$ cat src/rtl/retire_trace_buffer.sv
// rtl/retire_trace_buffer.sv - write-back retirement monitor with buffered trace records
// Optional feature macro: TRACE_NOP_RECORD_EN (push OTHER records for branches/NOPs).
module retire_trace_buffer #(
  parameter int DATA_W      = 16,
  parameter int REG_AW      = 4,
  parameter int DEPTH       = 16,
  parameter int CNT_W       = 32,
  parameter int CYCLE_LIMIT = 100000
) (
  input  logic              clk,
  input  logic              rst_n,
  input  logic              ret_valid,
  input  logic [DATA_W-1:0] ret_pc,
  input  logic              ret_regwrite,
  input  logic [REG_AW-1:0] ret_reg,
  input  logic [DATA_W-1:0] ret_wdata,
  input  logic              ret_memread,
  input  logic              ret_memwrite,
  input  logic [DATA_W-1:0] ret_addr,
  input  logic [DATA_W-1:0] ret_mdata,
  input  logic              ret_halt,
  output logic              rec_valid,
  input  logic              rec_ready,
  output logic [2:0]        rec_kind,
  output logic [CNT_W-1:0]  rec_inum,
  output logic [DATA_W-1:0] rec_pc,
  output logic [DATA_W-1:0] rec_addr,
  output logic [DATA_W-1:0] rec_val,
  output logic [REG_AW-1:0] rec_reg,
  output logic [CNT_W-1:0]  cycle_count,
  output logic [CNT_W-1:0]  inst_count,
  output logic [CNT_W-1:0]  drop_count,
  output logic              overflow,
  output logic              halted,
  output logic              timeout,
  output logic              done
);

  localparam int PTR_W = $clog2(DEPTH);
  localparam int REC_W = 3 + CNT_W + 3 * DATA_W + REG_AW;

  localparam logic [2:0] K_OTHER = 3'd0;
  localparam logic [2:0] K_REG   = 3'd1;
  localparam logic [2:0] K_LOAD  = 3'd2;
  localparam logic [2:0] K_STORE = 3'd3;
  localparam logic [2:0] K_HALT  = 3'd4;

  typedef enum logic [1:0] {
    S_RUN,
    S_HALT_PEND,
    S_HALTED,
    S_TIMEOUT
  } state_t;

  state_t r_state;
  state_t w_state_nx;

  logic [REC_W-1:0]  r_mem [DEPTH];
  logic [PTR_W-1:0]  r_wr_ptr;
  logic [PTR_W-1:0]  r_rd_ptr;
  logic [PTR_W:0]    r_occ;
  logic [CNT_W-1:0]  r_cycle;
  logic [CNT_W-1:0]  r_inst;
  logic [CNT_W-1:0]  r_drop;
  logic              r_overflow;
  logic [REC_W-1:0]  r_pend;

  logic [2:0]        w_kind;
  logic [REG_AW-1:0] w_reg;
  logic [DATA_W-1:0] w_addr;
  logic [DATA_W-1:0] w_val;
  logic [REC_W-1:0]  w_rec;
  logic              w_full;
  logic              w_empty;
  logic              w_pop;
  logic              w_slot;
  logic              w_run_ret;
  logic              w_want;
  logic              w_push;
  logic [REC_W-1:0]  w_push_data;
  logic              w_drop;
  logic              w_pend_load;

  always_comb begin
    w_kind = K_OTHER;
    w_reg  = '0;
    w_addr = '0;
    w_val  = '0;
    if (ret_halt) begin
      w_kind = K_HALT;
    end else if (ret_regwrite) begin
      w_reg = ret_reg;
      w_val = ret_wdata;
      if (ret_memread) begin
        w_kind = K_LOAD;
        w_addr = ret_addr;
      end else begin
        w_kind = K_REG;
      end
    end else if (ret_memwrite) begin
      w_kind = K_STORE;
      w_addr = ret_addr;
      w_val  = ret_mdata;
    end
  end

  assign w_rec     = {w_kind, r_inst, ret_pc, w_reg, w_addr, w_val};
  assign w_full    = (r_occ == (PTR_W+1)'(DEPTH));
  assign w_empty   = (r_occ == '0);
  assign w_pop     = !w_empty && rec_ready;
  // A full FIFO still accepts a push when the head leaves in the same cycle.
  assign w_slot    = !w_full || w_pop;
  assign w_run_ret = (r_state == S_RUN) && ret_valid;

`ifdef TRACE_NOP_RECORD_EN
  assign w_want = w_run_ret;
`else
  assign w_want = w_run_ret && (w_kind != K_OTHER);
`endif

  always_comb begin
    w_state_nx  = r_state;
    w_push      = 1'b0;
    w_push_data = w_rec;
    w_drop      = 1'b0;
    w_pend_load = 1'b0;
    case (r_state)
      S_RUN: begin
        if (w_want) begin
          if (w_slot)                w_push      = 1'b1;
          else if (w_kind == K_HALT) w_pend_load = 1'b1;
          else                       w_drop      = 1'b1;
        end
        if (w_run_ret && (w_kind == K_HALT)) begin
          w_state_nx = w_slot ? S_HALTED : S_HALT_PEND;
        end else if (r_cycle == CNT_W'(CYCLE_LIMIT - 1)) begin
          w_state_nx = S_TIMEOUT;
        end
      end
      S_HALT_PEND: begin
        w_push_data = r_pend;
        if (w_slot) begin
          w_push     = 1'b1;
          w_state_nx = S_HALTED;
        end
      end
      default: ;
    endcase
  end

  always_ff @(posedge clk) begin
    if (!rst_n) begin
      r_state    <= S_RUN;
      r_wr_ptr   <= '0;
      r_rd_ptr   <= '0;
      r_occ      <= '0;
      r_cycle    <= '0;
      r_inst     <= '0;
      r_drop     <= '0;
      r_overflow <= 1'b0;
      r_pend     <= '0;
    end else begin
      r_state <= w_state_nx;
      if (w_push) r_wr_ptr <= r_wr_ptr + 1'b1;
      if (w_pop)  r_rd_ptr <= r_rd_ptr + 1'b1;
      case ({w_push, w_pop})
        2'b10:   r_occ <= r_occ + 1'b1;
        2'b01:   r_occ <= r_occ - 1'b1;
        default: ;
      endcase
      if (r_state == S_RUN) begin
        r_cycle <= r_cycle + 1'b1;
        if (ret_valid) r_inst <= r_inst + 1'b1;
      end
      if (w_drop) begin
        r_overflow <= 1'b1;
        if (r_drop != '1) r_drop <= r_drop + 1'b1;
      end
      if (w_pend_load) r_pend <= w_rec;
    end
  end

  // Storage needs no reset: pointers and occupancy define what is valid.
  always_ff @(posedge clk) begin
    if (w_push) r_mem[r_wr_ptr] <= w_push_data;
  end

  assign rec_valid = !w_empty;
  assign {rec_kind, rec_inum, rec_pc, rec_reg, rec_addr, rec_val} =
    rec_valid ? r_mem[r_rd_ptr] : '0;

  assign cycle_count = r_cycle;
  assign inst_count  = r_inst;
  assign drop_count  = r_drop;
  assign overflow    = r_overflow;
  assign halted      = (r_state == S_HALTED);
  assign timeout     = (r_state == S_TIMEOUT);
  assign done        = ((r_state == S_HALTED) || (r_state == S_TIMEOUT)) && w_empty;

endmodule

$ cat config.mk
export PLATFORM = sky130hd
export DESIGN_NAME = retire_trace_buffer
export DESIGN_NICKNAME = d
export VERILOG_FILES = /design/src/rtl/retire_trace_buffer.sv
export SDC_FILE = /design/constraint.sdc
export NUM_CORES = 1
export LEC_CHECK = 0
export BUFFER_PORTS_ARGS = -buffer_cell sky130_fd_sc_hd__buf_2
export CORE_UTILIZATION = 61
export DETAILED_ROUTE_END_ITERATION = 10
export PLACE_DENSITY = 0.79
export SLEW_MARGIN = 30
export SYNTH_ARGS = -nofsm -noshare
export SYNTH_HDL_FRONTEND = slang
export SYNTH_SLANG_ARGS = --single-unit
export TNS_END_PERCENT = 5
$ cat constraint.sdc
create_clock -name clk -period 11.8 [get_ports clk]
set_input_delay 1.77 -clock clk [delete_from_list [all_inputs] [get_ports clk]]
set_output_delay 1.77 -clock clk [all_outputs]
set_load 0.01 [all_outputs]
==> reports/qor.yml <==
grt_max_degree: 85
slew_headroom_pct: 31.0
holdWs_ns: 0.455
avgViaCountPerCell: 6.76
synth-edff-count: 1392
synth_ff_type: "edfxtp_1"
vias: 33964
dr.pass1.iters: 6
clk_pin_slew_ns: 0.06
rsz0062_at_grt: "no"
pre_cts_slack_ns: 5.89
setup_viol: 0
finish.utilization_pct: 70.3
fin_nets: 3624
diodes: 0
power_leakage_uw: 0.0239
ys_ff_latch: 1595
worst_slew_pin_slew_ns: 1.04
layout-drive-gt1-share_pct: 28.5
root_buffer: "clkbuf_16"
syn_avg_cell_area_sq_um: 19.2
ys_async_sr_fraction_pct: 0
rows: 116
start_kind: "flop"
worst_path_largest_cell_delay_ns: 0.77
yosysUniqueCellTypes: 60
hold_buffers: 0
worst_clock_skew_ns: 0.0324
synth_cells: 3227
layout_commonest_cell: "edfxtp_1"
die_h_um: 321
yosysWarnings: 0
setup_tns_ns: 0
crit_family: "buffers and inverters"
worstPathMaxFanout: 53
fin_crit_sh_pct: 56.1
hold_path.class: "reg2reg"
fill_cells: 5802
crit_buf_inv: 5
overflow: 0
netlist_area_sq_um: 62100
cap_violations: 0
final_cell_mix: "edfxtp_1, mux4_2, nand2_1"
globalplace.congestion: 0.869
power_density_nw_per_um2: 194
dp_hpwl_um: 78200
crit_slowest_cell: "dfxtp_4"
grt_pass1_vias: 34722
coreArea_sq_um: 100000
hold_viol: 0
cts.path.max_buffers: 3
htree_levels: 4
criticalPathCategory: "reg2out"
drtIter0Drc: 4288
grt_pass1_wl_um: 229000
mappedNetlistNets: 3315
endpoint_kind: "primary output"
ys_seq_area_share_pct: 73.9
status: "finished, final reports clean"
tritoncts: "done"
insertion_delay_ns: 0.77
wl_um: 158000
period_needed_ns: 6.62
path_cells: "buf_12, buf_16, buf_16, buf_6, mux4_2, mux4_2, and2_1, buf_2"
cts_buffers: 156
cp.required_ns: 10.03
fmax_mhz: 151
final.setup.worst_slack_ns: 5.18
cts-resized-gates: 0
gr-usage-all-layers_pct: 31.0
antenna_found_initial: 5
area_growth_syn_to_layout_pct: 13.7
start_util_pct: 61.8
ir_worst_vdd_v: 0.000234
cts.sinks: 1595
slew_violations: 0
io_pins: 264
die_area_sq_um: 103000
fp.dieW_um: 321
port_buffers: 263
drc_errors: 0
worstPathArrival_ns: 4.85
antenna_left: 0
post_cts_buffers: 0
wl_per_cell_um: 31.4
-- report_power, final --
part	internal [uW]	total (uW)	switching, uW	leakage [uW]
Sequential	6240	6330	83.6	0.0151
Clock	2990	5150	2170	0.00260
Combinational	957	2210	1250	0.00619
-- Yosys cell counts (11+ instances only) --
master    instances  area share (%)
a21oi_1          81            0.65
mux2i_1          11            0.18
nor4_1           14            0.14
ha_1             12            0.24
or3_1            15            0.15
nand2_1         300             1.8
a22o_1           20            0.28
nor2_1           97            0.59
o31ai_1          12            0.15
a222oi_1         16            0.26
clkbuf_1        130            0.79
buf_2            41            0.33
nor3_1           13            0.10
nand2b_1         13            0.13
nand3_1          47            0.38
xnor2_1          19            0.27
and2_1           97            0.98
xor2_1           48            0.68
dfxtp_1         203             6.5
mux4_2          435              16
and3_1           51            0.51
edfxtp_1       1392              67
or4_1            12            0.15
inv_1            26            0.16
nand4_1          38            0.38
o21ai_0          22            0.18
-- final timing paths --
check | cells after the start | slack [ns] | start | end
min | 2 | 0.45 | r_pend[76]$_SDFFE_PN0P_ | r_pend[76]$_SDFFE_PN0P_
max reg2reg | 12 | 7.63 | r_occ[1]$_SDFFE_PN0P_ | r_occ[4]$_SDFFE_PN0P_
min reg2reg | 2 | 0.45 | r_pend[76]$_SDFFE_PN0P_ | r_pend[76]$_SDFFE_PN0P_
max | 8 | 5.18 | flop | rec_inum[29]
-- sequential cells by signal, indices dropped and copies added (netlist names), named ones only --
| name | cells |
|---|---|
| cycle_count | 32 |
| drop_count | 32 |
| inst_count | 32 |
| overflow | 1 |
| r_mem | 1392 |
| r_occ | 5 |
| r_pend | 87 |
| r_rd_ptr | 4 |
| r_state | 2 |
| r_wr_ptr | 4 |
-- worst register-to-register path: stages (launching register included) --
cell	delay, ns
dfxtp_1	0.52
nor4_4	0.13
or2b_4	0.58
buf_4	0.89
and2_1	0.41
ha_1	0.40
xor2_1	0.20
ha_1	0.24
nor2_1	0.07
nor3b_1	0.16
o21ai_0	0.11
a31oi_1	0.22
mux2i_1	0.19
-- metal layers --
metal / GRT usage [%] / part of all wire (%) / vias to the layer above
met4: 11.9 / 3.8 / 4
met1: 40.6 / 35 / 17481
met5: 0 / 0.018 / -
li1: - / - / 13605
met3: 6.07 / 10 / 400
met2: 51.9 / 51 / 2474
-- cell families after synthesis --
family | count (synthesis) | synth area share, %
muxes | 446 | 16.0
and+or+nand+nor | 726 | 5.80
adders and majority gates | 12 | 0.242
AOI/OAI and AO/OA | 172 | 1.80
buffers and inverters | 209 | 1.36
xor gates and xnor gates | 67 | 0.945
DFF | 1595 | 73.9
-- final cells by class --
| class | count | area [sq um] | area share, % |
|---|---|---|---|
| multi-input combinational | 1423 | 15500 | 22.0 |
| clock buffer | 206 | 4250 | 6.02 |
| timing repair buffer | 333 | 2040 | 2.89 |
| clock inverter | 83 | 1090 | 1.54 |
| tap | 1357 | 1700 | 2.41 |
| inverter | 27 | 104 | 0.147 |
| sequential | 1595 | 45900 | 65.0 |
-- stage by stage --
| stage | total power, uW | std cells | cell area [sq um] |
|---|---|---|---|
| 6_report | 13700 | 5024 | 70600 |
| 5_1_grt | 14000 | 5024 | 70600 |
| 4_1_cts | 13700 | 5023 | 70600 |
| 3_5_place_dp | 8630 | 4734 | 65200 |
| 3_3_place_gp | 8560 | 4727 | 65000 |
| 2_1_floorplan | 7840 | 3227 | 62100 |
Note: power is estimated with default switching activity, not from simulation.
